<file path="src/rtl/lfsr_pkg.sv">
// lfsr_pkg: shared XNOR LFSR step function, default tap table and width helpers.
package lfsr_pkg;
  localparam int MAX_W = 32;
  localparam logic [15:0] DEF_TAPS [3:16] = '{
    16'h0006, 16'h000C, 16'h0014, 16'h0030, 16'h0060, 16'h00B8, 16'h0110,
    16'h0240, 16'h0500, 16'h0829, 16'h100D, 16'h2015, 16'h6000, 16'hD008
  };
  function automatic logic [MAX_W-1:0] wmask(input int w);
    return {MAX_W{1'b1}} >> (MAX_W - w);
  endfunction
  function automatic logic [MAX_W-1:0] lfsr_step(input logic [MAX_W-1:0] q, input logic [MAX_W-1:0] mask, input int w);
    return ((q << 1) | MAX_W'(~^(q & mask))) & wmask(w);
  endfunction
  function automatic logic all_ones(input logic [MAX_W-1:0] q, input int w);
    return (q & wmask(w)) == wmask(w);
  endfunction
endpackage

</file>
<file path="src/rtl/lfsr_gen_adv.sv">
// lfsr_adv_comb: applies STEPS chained LFSR steps in one cycle and flags a return to start.
module lfsr_adv_comb
  import lfsr_pkg::*;
#(
  parameter int WIDTH = 8,
  parameter logic [WIDTH-1:0] TAP_MASK = 8'hB8,
  parameter int STEPS = 1
) (
  input  logic [WIDTH-1:0] q,
  input  logic [WIDTH-1:0] start,
  output logic [WIDTH-1:0] nxt,
  output logic             hit
);
  logic [STEPS:0][WIDTH-1:0] s;
  assign s[0] = q;
  for (genvar g = 0; g < STEPS; g++) begin : g_step
    assign s[g+1] = WIDTH'(lfsr_step(MAX_W'(s[g]), MAX_W'(TAP_MASK), WIDTH));
  end
  assign nxt = s[STEPS];
  assign hit = nxt == start;
endmodule

</file>
<file path="src/rtl/lfsr_gen.sv">
// lfsr_gen: Fibonacci XNOR LFSR word generator with seed load, lock-up recovery,
// valid/ready output handshake and period measurement.
module lfsr_gen
  import lfsr_pkg::*;
#(
  parameter int WIDTH = 8,
  parameter logic [WIDTH-1:0] TAP_MASK = 8'hB8,
  parameter logic [WIDTH-1:0] SEED = 8'h5A,
  parameter int STEPS = 1,
  parameter int CNT_W = WIDTH
) (
  input  logic             clk,
  input  logic             reset,
  input  logic             en,
  input  logic             load,
  input  logic [WIDTH-1:0] seed_in,
  input  logic             rnd_ready,
  output logic             rnd_valid,
  output logic [WIDTH-1:0] rnd_data,
  output logic             lockup,
  output logic             wrap,
  output logic [CNT_W-1:0] period_cnt
);
  if (WIDTH < 3 || STEPS < 1 || STEPS > WIDTH || TAP_MASK == '0 || SEED == '1) begin : g_bad_params
    $error("lfsr_gen: illegal parameter set");
  end
  logic [WIDTH-1:0] q, start, nxt, seed_ok;
  logic [CNT_W-1:0] cnt;
  logic hit, bad_seed, stuck, adv;
  lfsr_adv_comb #(.WIDTH(WIDTH), .TAP_MASK(TAP_MASK), .STEPS(STEPS)) u_adv (
    .q(q), .start(start), .nxt(nxt), .hit(hit)
  );
  // all-ones is a fixed point of the XNOR form, so it is never allowed to persist
  assign bad_seed = all_ones(MAX_W'(seed_in), WIDTH);
  assign seed_ok = bad_seed ? SEED : seed_in;
  assign stuck = !load && all_ones(MAX_W'(q), WIDTH);
  assign adv = en && !load && !stuck && (!rnd_valid || rnd_ready);
  assign rnd_data = q;
  always_ff @(posedge clk) begin
    if (reset) begin
      q <= SEED;
      start <= SEED;
      rnd_valid <= 1'b0;
      lockup <= 1'b0;
      wrap <= 1'b0;
      cnt <= '0;
      period_cnt <= '0;
    end else begin
      lockup <= load ? bad_seed : stuck;
      wrap <= adv && hit;
      if (load) begin
        q <= seed_ok;
        start <= seed_ok;
        rnd_valid <= 1'b0;
        cnt <= '0;
      end else if (stuck) begin
        q <= SEED;
        rnd_valid <= 1'b0;
        cnt <= '0;
      end else if (adv) begin
        q <= nxt;
        rnd_valid <= 1'b1;
        cnt <= hit ? '0 : (&cnt ? cnt : cnt + 1'b1);
        if (hit) period_cnt <= cnt + 1'b1;
      end else if (rnd_ready) begin
        rnd_valid <= 1'b0;
      end
    end
  end
endmodule

</file>
<file path="config.mk">
export PLATFORM = sky130hd
export DESIGN_NAME = lfsr_gen
export DESIGN_NICKNAME = d
export VERILOG_FILES = /design/src/rtl/lfsr_pkg.sv /design/src/rtl/lfsr_gen_adv.sv /design/src/rtl/lfsr_gen.sv
export SDC_FILE = /design/constraint.sdc
export NUM_CORES = 1
export LEC_CHECK = 0
export BUFFER_PORTS_ARGS = -buffer_cell sky130_fd_sc_hd__buf_4
export CAP_MARGIN = 25
export CORE_AREA = 2 2 86 88
export DETAILED_ROUTE_END_ITERATION = 12
export DIE_AREA = 0 0 88 90
export GPL_TIMING_DRIVEN = 0
export PLACE_DENSITY = 0.39
export SLEW_MARGIN = 10
export SYNTH_ARGS = -nofsm -noshare
export SYNTH_HDL_FRONTEND = slang
export SYNTH_SLANG_ARGS = --single-unit
</file>
<file path="constraint.sdc">
create_clock -name clk -period 3.58 [get_ports clk]
set_input_delay 0.179 -clock clk [delete_from_list [all_inputs] [get_ports clk]]
set_output_delay 0.179 -clock clk [all_outputs]
set_load 0.01 [all_outputs]
</file>
**After elaboration in Yosys (flattened, before gate mapping)**

Cells that the tools add are included.

- Reduce and logical (&&, ||, !) cells: 16
- Equality and inequality tests: 4
- $add $sub $neg: 1
- Multiplexer cells: 9
- Bitwise operators: 3

Operators by type and width:

| cell | count |
|---|---|
| two-way mux 8 bit | 6 |
| XNOR reduction 32 bit | 1 |
| == test 8 bit, second input constant | 2 |
| adder 8 x 1 -> 8 bit, second input constant | 1 |
| == test 8 bit | 1 |
| OR 8 x 1 -> 8 bit | 1 |
| AND reduction 8 bit | 1 |
| logical AND 1 bit | 5 |
| AND reduction 4 bit | 1 |
| zero test 1 bit | 3 |
| two-way mux 1 bit | 3 |
| nonzero test 3 bit | 1 |
| OR reduction 3 bit | 1 |
| inequality test 2 bit, second input constant | 1 |
| inverter 1 bit | 2 |
| AND reduction 2 bit | 1 |
| nonzero test 2 bit | 1 |
| logical OR 1 bit | 1 |

- Logic and storage cells: 40
- Output and inout port bits: 19
- Flip-flop bits (word level): 35
- Input bits: 13

**Logic depth before layout (Yosys ltp)**

Gate-level depths: netlist of the first run.

- Depth after elaboration: 8
- Mapped depth: 8
- Depth with buffers taken out: 6

**Modules after synthesis**

Synthesis of the first run repeated with hierarchy kept, for this count alone.

- Cells, all modules: 205
- Area, all modules: 1,833.0 um^2

Modules (own cells, without submodules):

| module | cells each | area each (um^2) | sequential area each (um^2) | times used |
|---|---|---|---|---|
| lfsr_gen | 184 | 1,641.6 | 700.7 | 1 |
| lfsr_adv_comb | 21 | 191.4 | 0.0 | 1 |

**Worst setup path before layout of the first run**

No wires, ideal clock.

- Path type: register to register
- From: register q[5], in the netlist rnd_data[5]
- To: register period_cnt[3]
- Clock period less this slack: 1.828 ns
- Library setup time: 0.134 ns
- Required time: 3.446 ns
- Path buffers: 1
- Path slack: 1.752 ns
- Arrival time: 1.694 ns
- Stages on the path, launching flop included: 8
- Cell sequence: dfxtp_1 > ha_1 > xnor2_1 > xnor3_1 > and4_1 > buf_4 > a21oi_1 > a211oi_1

- Word-level cells in the longest chain between the ends: 6
- Elaborated cells on any way between the ends: 10
- Classes of those cells: eq/ne (2); bitwise (2); reduce/logical (6)

Ends and longest elaborated chain:

| element | line | RTL |
|---|---|---|
| start: declaration | lfsr_gen.sv:27 | `logic [WIDTH-1:0] q, start, nxt, seed_ok;` |
| start signal: assignment | lfsr_gen.sv:52 | `q <= seed_ok;` |
| start signal: assignment | lfsr_gen.sv:61 | `q <= nxt;` |
| branches (longest 5 deep; another with XNOR reduction 32 bit) | -- |  |
| AND reduction 4 bit (no line) (*) | -- |  |
| end signal: assignment | lfsr_gen.sv:64 | `if (hit) period_cnt <= cnt + 1'b1;` |
| end: declaration | lfsr_gen.sv:22 | `output logic [CNT_W-1:0] period_cnt` |

Every way passes the cells marked *.
A chain may end at the register's enable or synchronous reset.

**Final worst setup path of the first run**

- From: register q[4], in the netlist rnd_data[4]
- To: register cnt[2]

- Word-level cells in the longest chain between the ends: 6
- Elaborated cells on any way between the ends: 12
- Classes of those cells: eq/ne (3); mux (1); bitwise (1); reduce/logical (7)

Ends and longest elaborated chain:

| element | line | RTL |
|---|---|---|
| branches (longest 6 deep; another with XNOR reduction 32 bit) | -- |  |
| end signal: assignment | lfsr_gen.sv:63 | `cnt <= hit ? '0 : (&cnt ? cnt : cnt + 1'b1);` |
| end: declaration | lfsr_gen.sv:28 | `logic [CNT_W-1:0] cnt;` |

Several ways; the timed one is not identified.

==> summary.txt, run 1 <==
placed instance area = 0.00205 mm^2
io pins = 32
Synth Area in Compound Gates = 22.4%
DR vias = 1458
Slew @ Worst Pin = 0.556 ns
max-cap violations = 0
ordered list of cells on the worst path = ha_1 -> xnor2_1 -> xnor3_1 -> nand4_2 -> o21ai_1 -> a311oi_1
routed wire length = 4520 um
min Tclk post-route = 2.06 ns
Die Area = 0.00792 mm^2
Achievable Freq = 485 MHz
Yosys cell types = 44
CP delay by family, top = compound AO/OA/AOI/OAI gates
Crit path arrival time = 2.22 ns
Vias/cell = 4.51
routability cong. = 0.718
Buffers on Ports = 31
setup bufs post-CTS = 0
Yosys reg bits = 35
CTS Buffer Depth = 2
worst stage delay on the critical path = 0.47 ns
Power Density = 386 mW/mm^2
switching share of power = 27.6%
Area Growth Syn to Fin = 25.8%
final core utilization = 30.4%
combinational power share = 14.8%
largest family of logic cells by synthesized area = compound AO/OA/AOI/OAI gates
Slew Viols, Final = 0
YS warnings = 0
die height = 90 um
NumNets Final = 238
Antenna Nets Post-Route = 0
largest net degree at the start of global routing = 11
slowest stage cell, crit path = dfxtp_1
GRT overflow = 0
Worst Path Buf+Inv = 0
Synth Cell Area = 0.00170 mm^2
Detailed Place HPWL = 3360 um
CTS root buffer = clkbuf_8
cells after synthesis = 185
ys flop type = dfxtp_1
CORE AREA = 0.00702 mm^2
RSZ-0062 raised after global routing = false
Setup TNS Final = 0 ns
TritonCTS clock tree = built
# fillers = 764
vias in the first global route = 1530
initial drt markers = 72
worst hold-check slack = 0.125 ns
# diodes = 0
final instance area = 0.00213 mm^2
TritonRoute pass-1 iters = 4
adder-cell share of the synthesized area = 1.47%
CTS resizes = 0
post-synthesis sequential area ratio = 41.3%
Setup crit end kind = flip-flop
Clock Skew = 0.00961 ns
Rows = 31
first-pass GRT wire length = 7770 um
Internal Dissipation = 0.000597 W
Clock Sinks = 35
clock buffer count from CTS = 5
wire length per cell = 14.0 um
Hold Vio Cnt, Final = 0
mux cell area share after synthesis = 1.25%
Critical Path Fanout Max = 6
Worst Slack Setup Final = 1.52 ns
Post-Synth Simple-Gate Area = 18.7%
Worst Path Required = 3.74 ns
max_slew headroom = 63.0%
Place WS = 1.51 ns
Post-Syn Area per Cell = 9.17 um^2
H-tree levels = 2
Tot GR Track Use = 12.6%
clock-pin slew on the worst setup and hold paths = 0.07 ns
Lkg Pwr = 0.781 nW
min-delay worst type = in2reg
XOR/XNOR Fraction of Synth Area = 9.59%
P_sw = 0.000228 W
Mapped Nets = 200
Multi-input gate area = 907 um^2
initial antenna violation count = 0
clock power share = 34.3%
ys async rst share = 0%
Final setup viols = 0
status = finished clean
CP Class = reg2reg
Period Utilization, post-route = 57.6%
VDD IR max = 0.123 mV
die width = 88 um
FF+latch area = 701 um^2
Worst Setup Start Kind = flip-flop
Clk Latency, worst-skew pair = 0.29 ns
Initial Util = 24.2%
layout cells sized above 1 = 23.7%
Post-synth EDFFs = 0
Reg power frac = 51.0%
Hold Buf Count CTS = 0
drc violations = 0
[state kept, by name, indices dropped and copies added (netlist names)]
signal      cells
cnt             8
period_cnt      8
rnd_data        8
start           8
lockup          1
rnd_valid       1
wrap            1
[final timing paths]
path                     from       end  slack (ns)  depth (start not counted)
setup / recovery  rnd_data[4]    cnt[2]        1.52                          6
hold / removal     seed_in[1]  start[1]        0.12                          2
setup reg to reg  rnd_data[4]    cnt[2]        1.52                          6
hold reg to reg      start[3]  start[3]        0.47                          2
[synthesized netlist by cell type, types with 3 or more instances]
cell       count  area, um^2
inv_1          6        22.5
xnor2_1        7        61.3
dfxtp_1       35         701
a21oi_1       20         100
clkbuf_1       5        18.8
nand4_1        3        18.8
o21ai_0        7        35.0
nand2b_1       5        31.3
a211oi_1      13        97.6
nand2_1        5        18.8
nand3_1        5        25.0
nor2b_1        5        31.3
xor2_1         9        78.8
o2bb2ai_1      4        35.0
o21bai_1       3        22.5
nor2_1        10        37.5
nor3_1        11        55.1
[cell families (layout without fill, tap and decap cells)]
group,after synthesis,count (layout)
adder cells (fa/ha/maj),2,2
flip-flops,35,35
AO/OA/AOI/OAI,57,57
AND/OR/NAND/NOR,54,54
XOR/XNOR,17,17
multiplexers,2,2
buffers and inverters,18,57
[layout make-up]
cell class | count | area share, %
buffer | 12 | 3.11
clock buffer | 7 | 3.58
clock inverter | 1 | 0.234
inverter | 6 | 1.06
multi-input combinational | 132 | 42.5
sequential | 35 | 32.8
tap | 99 | 5.80
timing repair buffer | 31 | 10.9
[cells in the final DEF (no fill, tap or decap), drive strengths merged, types with 3 or more instances in the layout]
cell and n:
nand3 5, nand4 4, o21ai 8, nor2 12
a211oi 13, xor2 9, clkbuf 12, dfxtp 35
nor2b 5, buf 38, nand2 5, xnor2 7
a311oi 3, nand2b 5, nor3 13, inv 6
o2bb2ai 4, o21bai 3, a21oi 21
[power groups by stage]
stage	clock [W]	combinational, W	sequential (W)
6_report	0.000283	0.000122	0.000420
2_1_floorplan	0	0.0000742	0.000428
4_1_cts	0.000293	0.000123	0.000420
3_3_place_gp	0	0.000125	0.000430
5_1_grt	0.000310	0.000136	0.000423
3_5_place_dp	0	0.000123	0.000429
[through the flow]
step	total power (W)	std cells
after floorplan	0.000503	185
after global placement	0.000554	315
after detailed placement	0.000552	315
after CTS	0.000836	323
after global routing	0.000869	323
final	0.000825	323
[per-layer routing]
metal	up-vias	part of all wire (%)	track usage (%)	wire [um]
met5	-	0	0	0
met1	676	51	17.4	2310
met3	5	3.3	2.85	151
met4	0	1.5	3.85	68
li1	747	-	-	-
met2	30	44	19.4	1990
[worst reg2reg max path, cell delays in order (launching register included)]
cell and delay [ns]:
dfxtp_1 0.47, ha_1 0.29, xnor2_1 0.24, xnor3_1 0.22, nand4_2 0.23, o21ai_1 0.40, a311oi_1 0.10
Note: power is estimated with default switching activity, not from simulation.
==> run 2: changes to the inputs <==
Settings changed: ABC_AREA from default to 1, CORE_AREA 2 2 86 88 to 2 2 88 90, DIE_AREA 0 0 88 90 to 0 0 90 92.
Clock period 3.58 ns to 2.15 ns, I/O delays scaled along.
==> summary.txt, run 2 <==
die height = 92 um (was 90 um)
Power Density = 682 mW/mm^2 (was 386 mW/mm^2)
most frequent cells in the layout = 85 x nand2_1, 35 x dfxtp_1, 32 x inv_1 (was 35 x dfxtp_1, 32 x buf_4, 20 x a21oi_1)
Multi-input gate area = 883 um^2 (was 907 um^2)
Initial Util = 24.0% (was 24.2%)
initial drt markers = 76 (was 72)
Worst Setup Start Kind = flip-flop (unchanged)
CTS root buffer = clkbuf_8 (unchanged)
Area Growth Syn to Fin = 26.5% (was 25.8%)
Period Utilization, post-route = 85.0% (was 57.6%)
top post-synthesis cells by count = 85 x nand2_1, 35 x dfxtp_1, 32 x inv_1, 24 x nor2_1, 17 x a21oi_1 (was 35 x dfxtp_1, 20 x a21oi_1, 13 x a211oi_1, 11 x nor3_1, 10 x nor2_1)
clock buffer count from CTS = 5 (unchanged)
min Tclk post-route = 1.83 ns (was 2.06 ns)
clock-pin slew on the worst setup and hold paths = 0.08 ns (was 0.07 ns)
Worst Path Required = 2.39 ns (was 3.74 ns)
ys async rst share = 0% (unchanged)
NumNets Final = 321 (was 238)
layout cells sized above 1 = 20.2% (was 23.7%)
Slew @ Worst Pin = 0.592 ns (was 0.556 ns)
Internal Dissipation = 0.00111 W (was 0.000597 W)
Reg power frac = 45.9% (was 51.0%)
r2r setup slk = 0.32 ns (was 1.52 ns)
RSZ-0062 raised after global routing = false (unchanged)
CTS Buffer Depth = 2 (unchanged)
TritonCTS clock tree = built (unchanged)
Tot GR Track Use = 13.1% (was 12.6%)
clock power share = 40.7% (was 34.3%)
Clock Sinks = 35 (unchanged)
FF+latch area = 701 um^2 (unchanged)
top cells by area, synth = dfxtp_1 39%, nand2_1 18%, inv_1 6.7% (was dfxtp_1 41%, a21oi_1 5.9%, a211oi_1 5.8%)
biggest area consumer among synthesized cells = dfxtp_1 (unchanged)
Yosys cell types = 27 (was 44)
# fillers = 856 (was 764)
CP Class = reg2reg (unchanged)
Slew Viols, Final = 0 (unchanged)
ys flop type = dfxtp_1 (unchanged)
switching share of power = 28.2% (was 27.6%)
status = finished clean (unchanged)
worst reg2reg path depth = 12 (was 6)
Setup TNS Final = 0 ns (unchanged)
Die Area = 0.00828 mm^2 (was 0.00792 mm^2)
die width = 90 um (was 88 um)
cell with the most instances after synthesis = nand2_1 (was dfxtp_1)
H-tree levels = 2 (unchanged)
placed instance area = 0.00215 mm^2 (was 0.00205 mm^2)
CORE AREA = 0.00745 mm^2 (was 0.00702 mm^2)
max_slew headroom = 60.4% (was 63.0%)
final core utilization = 30.3% (was 30.4%)
Hold Vio Cnt, Final = 0 (unchanged)
Worst R2R End = cnt[4] (was cnt[2])
Yosys top cell area share = 39.2% (was 41.3%)
largest net degree at the start of global routing = 13 (was 11)
most common cell after layout, fill and taps aside = nand2_1 (was dfxtp_1)
Rows = 32 (was 31)
io pins = 32 (unchanged)
Lkg Pwr = 1.09 nW (was 0.781 nW)
Achievable Freq = 547 MHz (was 485 MHz)
YS warnings = 0 (unchanged)
Cell Count, Final, Fillers Out = 409 (was 323)
VDD IR max = 0.281 mV (was 0.123 mV)
Buffers on Ports = 31 (unchanged)
max-cap violations = 0 (unchanged)
first-pass GRT wire length = 8480 um (was 7770 um)
wire length per cell = 12.0 um (was 14.0 um)
min-delay worst type = in2reg (unchanged)
Clk Latency, worst-skew pair = 0.30 ns (was 0.29 ns)
P_sw = 0.000435 W (was 0.000228 W)
routed wire length = 4910 um (was 4520 um)
DR vias = 1714 (was 1458)
GRT overflow = 0 (unchanged)
Cell Count Post-Placement = 401 (was 315)
TritonRoute pass-1 iters = 4 (unchanged)
Post-Syn Area per Cell = 6.66 um^2 (was 9.17 um^2)
Antenna Nets Post-Route = 0 (unchanged)
CTS resizes = 0 (unchanged)
post-synthesis sequential area ratio = 39.2% (was 41.3%)
Post-synth EDFFs = 0 (unchanged)
initial antenna violation count = 0 (unchanged)
Final setup viols = 0 (unchanged)
FF-to-FF Start = rnd_data[5] (was rnd_data[4])
Hold Buf Count CTS = 0 (unchanged)
drc violations = 0 (unchanged)
cells after synthesis = 268 (was 185)
Synth Cell Area = 0.00179 mm^2 (was 0.00170 mm^2)
Crit path arrival time = 2.07 ns (was 2.22 ns)
Critical Path Fanout Max = 7 (was 6)
vias in the first global route = 1749 (was 1530)
Vias/cell = 4.19 (was 4.51)
crit path capture = cnt[4] (was cnt[2])
final instance area = 0.00226 mm^2 (was 0.00213 mm^2)
Yosys reg bits = 35 (unchanged)
Clock Skew = 0.00905 ns (was 0.00961 ns)
Detailed Place HPWL = 3640 um (was 3360 um)
setup bufs post-CTS = 0 (unchanged)
combinational power share = 13.4% (was 14.8%)
Setup crit end kind = flip-flop (unchanged)
Mapped Nets = 283 (was 200)
Setup crit start = rnd_data[5] (was rnd_data[4])
# diodes = 0 (unchanged)
routability cong. = 0.800 (was 0.718)
run 2: power groups by stage:
stage | Clock, W | Combinational, W | Sequential [W]
CTS | 0.000647 | 0.000211 | 0.000709
global route | 0.000684 | 0.000239 | 0.000714
finish | 0.000627 | 0.000206 | 0.000708
detailed placement | 0 | 0.000211 | 0.000723
global placement | 0 | 0.000212 | 0.000724
floorplan | 0 | 0.000126 | 0.000721
run 2: per-layer routing:
layer  track usage (%)  part of all wire [%]
met3              2.96                   4.1
met5                 0                     0
met1              16.3                    48
met2              22.6                    46
met4              4.23                   1.4
run 2: worst min path at each step:
stage	to	from	cells past startpoint
after global routing	rnd_data[3]	reset	3
final	rnd_data[3]	reset	3
after global placement	rnd_data[3]	reset	3
after CTS	rnd_data[3]	reset	3
after floorplan	rnd_data[3]	reset	2
after detailed placement	rnd_data[3]	reset	3
run 2: critical path, cell delays in order (launching register included):
cell and delay (ns):
dfxtp_1 0.45, ha_1 0.29, inv_1 0.06, nand2_1 0.06, nand2_1 0.07, nand2_1 0.06, nand2_1 0.09, nand2_1 0.10
nand3_1 0.29, nand2_1 0.09, nand2_1 0.08, clkinv_1 0.07, nor2_2 0.09
run 2: kinds of logic after synthesis:
| kind of cell | count (synthesis) | share of synthesized area (%) |
|---|---|---|
| adders and majority gates | 2 | 1.40 |
| DFF | 35 | 39.2 |
| buffers and inverters | 49 | 11.3 |
| and+or+nand+nor | 137 | 33.4 |
| xor gates and xnor gates | 6 | 2.94 |
| AOI/OAI and AO/OA | 39 | 11.8 |
run 2: area by class of cell:
| cell class | count | area share, % |
|---|---|---|
| buffer | 6 | 1.77 |
| clock buffer | 5 | 3.05 |
| clock inverter | 3 | 1.94 |
| inverter | 43 | 7.15 |
| multi-input combinational | 184 | 39.1 |
| sequential | 35 | 31.0 |
| tap | 102 | 5.65 |
| timing repair buffer | 31 | 10.3 |
run 2: stage by stage:
stage,total power [W],setup slack (ns),hold slack (ns)
finish,0.00154,0.322,0.0394
global route,0.00164,0.0523,0.0685
CTS,0.00157,0.276,0.0275
detailed placement,0.000934,0.294,0.335
global placement,0.000936,0.294,0.348
floorplan,0.000847,0.557,0.207
